File: config.mk
export PLATFORM = sky130hd
export DESIGN_NAME = wsg_write_scheduler
export DESIGN_NICKNAME = d
export VERILOG_FILES = /design/src/rtl/wsg_sched_pkg.sv /design/src/rtl/wsg_write_scheduler_rr_arb2.sv /design/src/rtl/wsg_write_scheduler.sv
export SDC_FILE = /design/constraint.sdc
export NUM_CORES = 1
export LEC_CHECK = 0
export BUFFER_PORTS_ARGS = -buffer_cell sky130_fd_sc_hd__buf_2
export CORE_MARGIN = 2
export CORE_UTILIZATION = 48
export CTS_CLUSTER_DIAMETER = 60
export DETAILED_ROUTE_END_ITERATION = 8
export PLACE_DENSITY = 0.79
export REMOVE_ABC_BUFFERS = 1
export SYNTH_ARGS = -nofsm -noshare
export SYNTH_HDL_FRONTEND = slang
export SYNTH_SLANG_ARGS = --single-unit
File: constraint.sdc
create_clock -name CLK24M -period 2.42 [get_ports CLK24M]
set_input_delay 0.484 -clock CLK24M [delete_from_list [all_inputs] [get_ports CLK24M]]
set_output_delay 0.484 -clock CLK24M [all_outputs]
set_load 0.05 [all_outputs]
File: src/rtl/wsg_sched_pkg.sv
// Shared types and constants for the WSG write scheduler: FSM states,
// WSG register offsets and bus widths.
package wsg_sched_pkg;

  localparam int unsigned ADDR_W     = 6;
  localparam int unsigned DATA_W     = 8;
  localparam int unsigned WSG_NUM_CH = 8;
  localparam int unsigned REG_STRIDE = 8;

  localparam int unsigned REG_CT    = 2;
  localparam int unsigned REG_VOL   = 3;
  localparam int unsigned REG_FL    = 4;
  localparam int unsigned REG_FM    = 5;
  localparam int unsigned REG_FH_FV = 6;

  typedef enum logic [1:0] {
    ST_IDLE,
    ST_WRITE,
    ST_SWEEP
  } state_e;

  // Register-file address of register regoff within channel ch.
  function automatic logic [ADDR_W-1:0] wsg_addr(input int unsigned ch,
                                                 input int unsigned regoff);
    return ADDR_W'(ch * REG_STRIDE + regoff);
  endfunction

endpackage

File: src/rtl/wsg_write_scheduler_rr_arb2.sv
// Two-requester round-robin arbiter; index 0 is requester A, index 1 is B.
// The last-granted pointer only moves when upd_i is high.
module rr_arb2 (
  input  logic       clk_i,
  input  logic       rst_i,
  input  logic [1:0] req_i,
  input  logic       upd_i,
  output logic [1:0] gnt_o
);

  logic last_q;  // 1: B was granted last, so A wins the next tie

  always_comb begin
    gnt_o = 2'b00;
    case (req_i)
      2'b01:   gnt_o = 2'b01;
      2'b10:   gnt_o = 2'b10;
      2'b11:   gnt_o = last_q ? 2'b01 : 2'b10;
      default: gnt_o = 2'b00;
    endcase
  end

  always_ff @(posedge clk_i or posedge rst_i) begin
    if (rst_i) begin
      last_q <= 1'b1;
    end else if (upd_i) begin
      last_q <= gnt_o[1];
    end
  end

endmodule

File: src/rtl/wsg_write_scheduler.sv
// Single write port into the WSG register file: round-robin CPU writes
// from two requesters plus a mute sweep that zeroes every channel volume.
module wsg_write_scheduler
  import wsg_sched_pkg::*;
#(
  parameter int unsigned NUM_CH  = WSG_NUM_CH,
  parameter int unsigned VOL_REG = REG_VOL
) (
  input  logic              CLK24M,
  input  logic              RESET,
  input  logic              A_REQ,
  input  logic [ADDR_W-1:0] A_ADDR,
  input  logic [DATA_W-1:0] A_DATA,
  output logic              A_ACK,
  input  logic              B_REQ,
  input  logic [ADDR_W-1:0] B_ADDR,
  input  logic [DATA_W-1:0] B_DATA,
  output logic              B_ACK,
  input  logic              MUTE,
  output logic              MUTE_BUSY,
  output logic [ADDR_W-1:0] WSG_ADDR,
  output logic [DATA_W-1:0] WSG_DATA,
  output logic              WSG_WE
);

  localparam int unsigned K_W = (NUM_CH > 1) ? $clog2(NUM_CH) : 1;

  state_e            state_q;
  logic              mute_q;
  logic              pending_q;
  logic [K_W-1:0]    k_q;
  logic [K_W-1:0]    k_d;
  logic              we_q;
  logic              a_ack_q;
  logic              b_ack_q;
  logic [ADDR_W-1:0] addr_q;
  logic [DATA_W-1:0] data_q;

  logic       mute_edge;
  logic       cpu_grant;
  logic [1:0] gnt;

  assign mute_edge = MUTE & ~mute_q;
  assign k_d       = k_q + 1'b1;

  // A mute edge seen in IDLE holds off CPU grants so the sweep goes first.
  assign cpu_grant = (state_q == ST_IDLE) & ~pending_q & ~mute_edge & (|gnt);

  rr_arb2 u_arb (
    .clk_i (CLK24M),
    .rst_i (RESET),
    .req_i ({B_REQ, A_REQ}),
    .upd_i (cpu_grant),
    .gnt_o (gnt)
  );

  always_ff @(posedge CLK24M or posedge RESET) begin
    if (RESET) begin
      state_q   <= ST_IDLE;
      mute_q    <= 1'b0;
      pending_q <= 1'b0;
      k_q       <= '0;
      we_q      <= 1'b0;
      a_ack_q   <= 1'b0;
      b_ack_q   <= 1'b0;
      addr_q    <= '0;
      data_q    <= '0;
    end else begin
      mute_q  <= MUTE;
      we_q    <= 1'b0;
      a_ack_q <= 1'b0;
      b_ack_q <= 1'b0;
      case (state_q)
        ST_IDLE: begin
          if (pending_q) begin
            state_q   <= ST_SWEEP;
            pending_q <= 1'b0;
            k_q       <= '0;
            we_q      <= 1'b1;
            addr_q    <= wsg_addr(0, VOL_REG);
            data_q    <= '0;
          end else if (mute_edge) begin
            pending_q <= 1'b1;
          end else if (cpu_grant) begin
            state_q <= ST_WRITE;
            we_q    <= 1'b1;
            a_ack_q <= gnt[0];
            b_ack_q <= gnt[1];
            addr_q  <= gnt[0] ? A_ADDR : B_ADDR;
            data_q  <= gnt[0] ? A_DATA : B_DATA;
          end
        end
        ST_WRITE: begin
          if (mute_edge) begin
            pending_q <= 1'b1;
          end
          state_q <= ST_IDLE;
        end
        ST_SWEEP: begin
          // Edges arriving mid-sweep are deliberately dropped.
          if (k_q == K_W'(NUM_CH - 1)) begin
            state_q <= ST_IDLE;
          end else begin
            k_q    <= k_d;
            we_q   <= 1'b1;
            addr_q <= wsg_addr(32'(k_d), VOL_REG);
            data_q <= '0;
          end
        end
        default: state_q <= ST_IDLE;
      endcase
    end
  end

  assign WSG_WE    = we_q;
  assign WSG_ADDR  = addr_q;
  assign WSG_DATA  = data_q;
  assign A_ACK     = a_ack_q;
  assign B_ACK     = b_ack_q;
  assign MUTE_BUSY = pending_q | (state_q == ST_SWEEP);

endmodule

# Word level (Yosys, flattened, before mapping)
# Cells that the tools add are included.
[totals] wordCells=79 regBits=25
[op_classes] n_reduce_logical=8 n_bitwise=8 eq_ne=12 muxes=39 n_addsub=2
[ops] op="$mux 8" n=5
[ops] op="$mux 6" n=5
[ops] op="$pmux 8 s2" n=1
[ops] op="$mux 1" n=15
[ops] op="$pmux 6 s2" n=1
[ops] op="$mux 2" n=5
[ops] op="$ne 2x2->1 const B" n=4
[ops] op="$add 6x2->6 const B" n=1
[ops] op="$eq 2x2->1 const B" n=3
[ops] op="$mux 3" n=2
[ops] op="$ne 3x3->1 const B" n=2
[ops] op="$pmux 2 s3" n=1
[ops] op="$pmux 3 s2" n=1
[ops] op="$reduce_and 3->1" n=2
[ops] op="$and 1x1->1" n=4
[ops] op="$eq 2x1->1 const B" n=2
[ops] op="$pmux 1 s2" n=2
[ops] op="$pmux 2 s2" n=1
[ops] op="$reduce_and 4->1" n=1
[ops] op="$reduce_bool 2->1" n=2
[ops] op="$add 3x1->3 const B" n=1
[ops] op="$eq 3x3->1 const B" n=1
[ops] op="$not 1->1" n=3
[ops] op="$logic_not 2->1" n=1
[ops] op="other kinds (3)" n=3

# Longest topological paths before layout
[logic_depth] word_depth=9 depth_mapped=7

# By module
# From an unflattened synthesis, not the netlist that was laid out.
[unflattened] cells_unflattened=103 area_unflattened_um2=1293.7
[by_module_without_submodules] mod="wsg_write_scheduler" seq_area_each_um2=600.6 instances=1 cells_each=97 area_per_inst_um2=1226.2
[by_module_without_submodules] mod="rr_arb2" seq_area_each_um2=26.3 instances=1 cells_each=6 area_per_inst_um2=67.6

# Worst setup path after synthesis
# No wires, ideal clock.
[synth_timing] kind="register to register" startpoint="reg k_q[0]" endpoint="reg data_q[0] (netlist: WSG_DATA[0])" stages_incl_launch_ff=8 required_time_ns=2.295 arrival_ns=1.694 slack_ns=0.601 n_path_buf=2 cell_sequence="dfrtp_1 -> ha_1 -> ha_1 -> a21oi_2 -> a21bo_1 -> buf_6 -> buf_6 -> mux2_4"
[synth_via] elab_chain_len=3
[synth_rtl] item="from (decl)" line="wsg_write_scheduler.sv:31" rtl="logic [K_W-1:0] k_q;"
[synth_rtl] item="from (signal assigned)" line="wsg_write_scheduler.sv:104" rtl="k_q <= k_d;"
[synth_rtl] item="$eq 3x3->1" line="wsg_write_scheduler.sv:101" rtl="if (k_q == K_W'(NUM_CH - 1)) begin"
[synth_rtl] item="$ne 2x2->1 (no source line)"
[synth_rtl] item="$reduce_and 4->1 (no source line)"
[synth_rtl] item="to (signal assigned)" line="wsg_write_scheduler.sv:90" rtl="data_q <= gnt[0] ? A_DATA : B_DATA;"
[synth_rtl] item="to (decl)" line="wsg_write_scheduler.sv:37" rtl="logic [DATA_W-1:0] data_q;"
# No other way between the ends.
# A chain may end at the register's enable or synchronous reset.

# Worst setup path after layout
[layout_timing] startpoint="reg state_q[0]" endpoint="out MUTE_BUSY"
[layout_via] elab_chain_len=2
[layout_rtl] item="from (decl)" line="wsg_write_scheduler.sv:28" rtl="state_e state_q;"
[layout_rtl] item="from (signal assigned)" line="wsg_write_scheduler.sv:59" rtl="state_q <= ST_IDLE;"
[layout_rtl] item="from (signal assigned)" line="wsg_write_scheduler.sv:76" rtl="state_q <= ST_SWEEP;"
[layout_rtl] item="from (signal assigned)" line="wsg_write_scheduler.sv:85" rtl="state_q <= ST_WRITE;"
[layout_rtl] item="$eq 2x2->1" line="wsg_write_scheduler.sv:120" rtl="assign MUTE_BUSY = pending_q | (state_q == ST_SWEEP);"
[layout_rtl] item="$or 1x1->1" line="wsg_write_scheduler.sv:120"
[layout_rtl] item="to (decl)" line="wsg_write_scheduler.sv:20" rtl="output logic MUTE_BUSY,"
# No other way between the ends.

==> impl_metrics.sql <==
INSERT INTO impl_metrics (metric_group, metric, value, unit) VALUES
('run_status', 'run_status', 'finished, final reports clean', ''),
('synth', 'yosys-top-cells-area', 'dfrtp_1 45%, mux2_4 6.8%, o21ai_0 5.3%', ''),
('drt', 'postRouteWirelength', '3140', 'µm'),
('sta', 'unrepaired_setup_endpoints_after_global_routing', 'false', ''),
('synth', 'synthesized_cell_area', '0.00133', 'mm²'),
('synth', 'post_synth_mux_area_share', '11.8', '%'),
('synth', 'library_cell_occupying_the_most_area_in_the_post_synthesis_netlist', 'dfrtp_1', ''),
('synth', 'ys_async_sr_fraction', '100', '%'),
('clock_tree', 'clock_tree.buffer_depth', '2', ''),
('sta', 'final_skew', '1.82', 'ps'),
('clock_tree', 'holdBufCountCts', '0', ''),
('synth', 'synthXorXnorAreaFrac', '0', '%'),
('sta', 'max_slew_margin', '55.9', '%'),
('sta', 'final-hold-violation-count', '0', ''),
('floorplanning', 'die_w', '56.7', 'µm'),
('place', 'gp_congestion', '0.806', ''),
('clock_tree', 'tritoncts_clock_tree', 'yes', ''),
('drt', 'post_drt_wl_per_cell', '14.8', 'µm'),
('floorplanning', 'initial_utilization', '49.7', '%'),
('synth', 'yosys.area_share.adder', '1.88', '%'),
('layout', 'post-route-cell-area', '0.00161', 'mm²'),
('synth', 'ys_dominant_reg_cell', 'dfrtp_1', ''),
('floorplanning', 'placeableCoreArea', '0.00269', 'mm²'),
('grt', 'grt_pass1_vias', '1209', ''),
('worst_setup_path', 'startpoint', 'state_q[0]', ''),
('synth', 'postSynthRegisterBits', '25', ''),
('synth', 'seq_area_frac_synth', '47.0', '%'),
('clock_tree', 'clock_sinks', '25', ''),
('layout', 'final_layout_size_suffix_gt1_share', '39.2', '%'),
('drt', 'route.antenna.remaining_nets', '0', ''),
('layout', 'fin_cells', '212', ''),
('drt', 'remaining_routing_drc_violations', '0', ''),
('layout', 'final.fill_count', '238', ''),
('worst_setup_path', 'cp_slowest_stage_delay', '460', 'ps'),
('clock_tree', 'clkTransAtPathRegs', '140', 'ps'),
('worst_setup_path', 'timing.critical_path.required', '1940', 'ps'),
('place', 'placed_cells_incl_taps', '208', ''),
('drt', 'drt_iter0_markers', '37', ''),
('power_and_ir_drop', 'total_leakage_power', '0.842', 'nW'),
('synth', 'ys_types', '30', ''),
('worst_setup_path', 'regToRegEndpoint', 'WSG_DATA[7]', ''),
('worst_setup_path', 'worst_path_dominant_cell_family', 'simple AND/OR/NAND/NOR gates', ''),
('worst_setup_path', 'path_depth', '3', ''),
('layout', 'area_growth', '20.7', '%'),
('synth', 'synth_top_family_by_area', 'compound AO/OA/AOI/OAI gates', ''),
('grt', 'grt_max_degree', '26', ''),
('layout', 'final_core_utilization', '59.9', '%'),
('grt', 'grt_first_pass_wirelength', '5280', 'µm'),
('grt', 'antenna_found_initial', '0', ''),
('place', 'placed_cell_areas', '0.00158', 'mm²'),
('worst_setup_path', 'critical_path_cell_by_cell', 'nand2b_1, nand2b_2, buf_2', ''),
('grt', 'gr_util_all_layers', '20.7', '%'),
('drt', 'vias_per_cell', '5.60', ''),
('flow_run', 'max_cap_violations', '0', ''),
('clock_tree', 'clock_insertion_delay_worst_skew', '310', 'ps'),
('sta', 'worstMarginPinSlew', '661', 'ps'),
('clock_tree', 'post_cts.resized_instances', '0', ''),
('worst_setup_path', 'start_to_end_type_of_the_worst_setup_path', 'reg -> out', ''),
('place', 'dp.final_hpwl', '2320', 'µm'),
('layout', 'mostFrequentLayoutCell', 'buf_2', ''),
('hold_path', 'hold_class', 'in -> async', ''),
('drt', 'detailroute.via_count', '1188', ''),
('sta', 'setup_viol_count_final', '0', ''),
('synth', 'synth-simple-area-share', '15.2', '%'),
('place', 'portBuffers', '50', ''),
('worst_setup_path', 'crit_path_end_kind', 'output pin', ''),
('worst_setup_path', 'reg2reg_path_depth', '5', ''),
('worst_setup_path', 'buffer_and_inverter_count_on_the_worst_path', '1', ''),
('layout', 'antenna_cells_inserted', '0', ''),
('floorplanning', 'design.die.area', '0.00322', 'mm²'),
('worst_setup_path', 'reg2reg_slack', '380', 'ps');
[routing by layer]
layer / routed length, µm / GRT usage, % / vias to the layer above
met5: 0 / 0 / -
met4: 23 / 7.48 / 0
met3: 238 / 3.69 / 4
met2: 1550 / 36.0 / 53
met1: 1320 / 25.3 / 567
li1: - / - / 564
[cell usage after synthesis (4+ instances only)]
master,n
nand2_1,5
dfrtp_1,24
a21oi_1,10
a21o_1,4
o21ai_0,14
mux2_2,6
nor2_1,7
nand3_1,12
inv_1,8
mux2_4,6
[cell type report]
cell class | count | area [µm²] | share of cell area [%]
tap | 31 | 38.8 | 2.41
multi-input combinational | 92 | 623 | 38.7
inverter | 8 | 30.0 | 1.86
sequential | 25 | 627 | 38.9
timing repair buffer | 52 | 265 | 16.5
clock buffer | 4 | 26.3 | 1.63
[worst min-delay path: stages]
cell and delay (ps):
buf_2 90, inv_1 40, buf_4 300
[kinds of logic (layout without fill, tap and decap cells)]
logic type,Yosys count,after routing
compound gates,39,39
simple gates,39,39
flops,25,25
buf+inv,16,64
mux,12,12
fa+ha+maj,2,2
[registers in the layout (all words and copies together) (netlist names)]
| register | cells |
|---|---|
| WSG_WE | 1 |
| k_q | 3 |
| mute_q | 1 |
| state_q | 2 |
| WSG_DATA | 8 |
| B_ACK | 1 |
| A_ACK | 1 |
| WSG_ADDR | 6 |
| u_arb.last_q | 1 |
| pending_q | 1 |
[power by group]
part | internal, W | total [W] | switching (W)
Sequential | 0.000561 | 0.000653 | 0.0000923
Combinational | 0.000341 | 0.00102 | 0.000675
Clock | 0.0000644 | 0.000189 | 0.000125
Total | 0.000966 | 0.00186 | 0.000892
[how the worst min path moves through the flow]
stage                 from     endpoint  slack (ps)  cells after the start
CTS                  RESET  WSG_DATA[7]         200                      3
finish               RESET  WSG_DATA[4]         190                      3
floorplan           k_q[1]       k_q[1]         450                      2
global placement    k_q[1]       k_q[1]         480                      2
detailed placement  k_q[1]       k_q[1]         480                      2
global route         RESET  WSG_ADDR[2]         210                      3
[per-stage QoR]
step                hold WS [ps]  setup slack [ps]
floorplan                    454               617
global placement             476               483
detailed placement           482               395
CTS                          200               303
global route                 210               186
finish                       190               290
(Power assumes the default switching activity.)
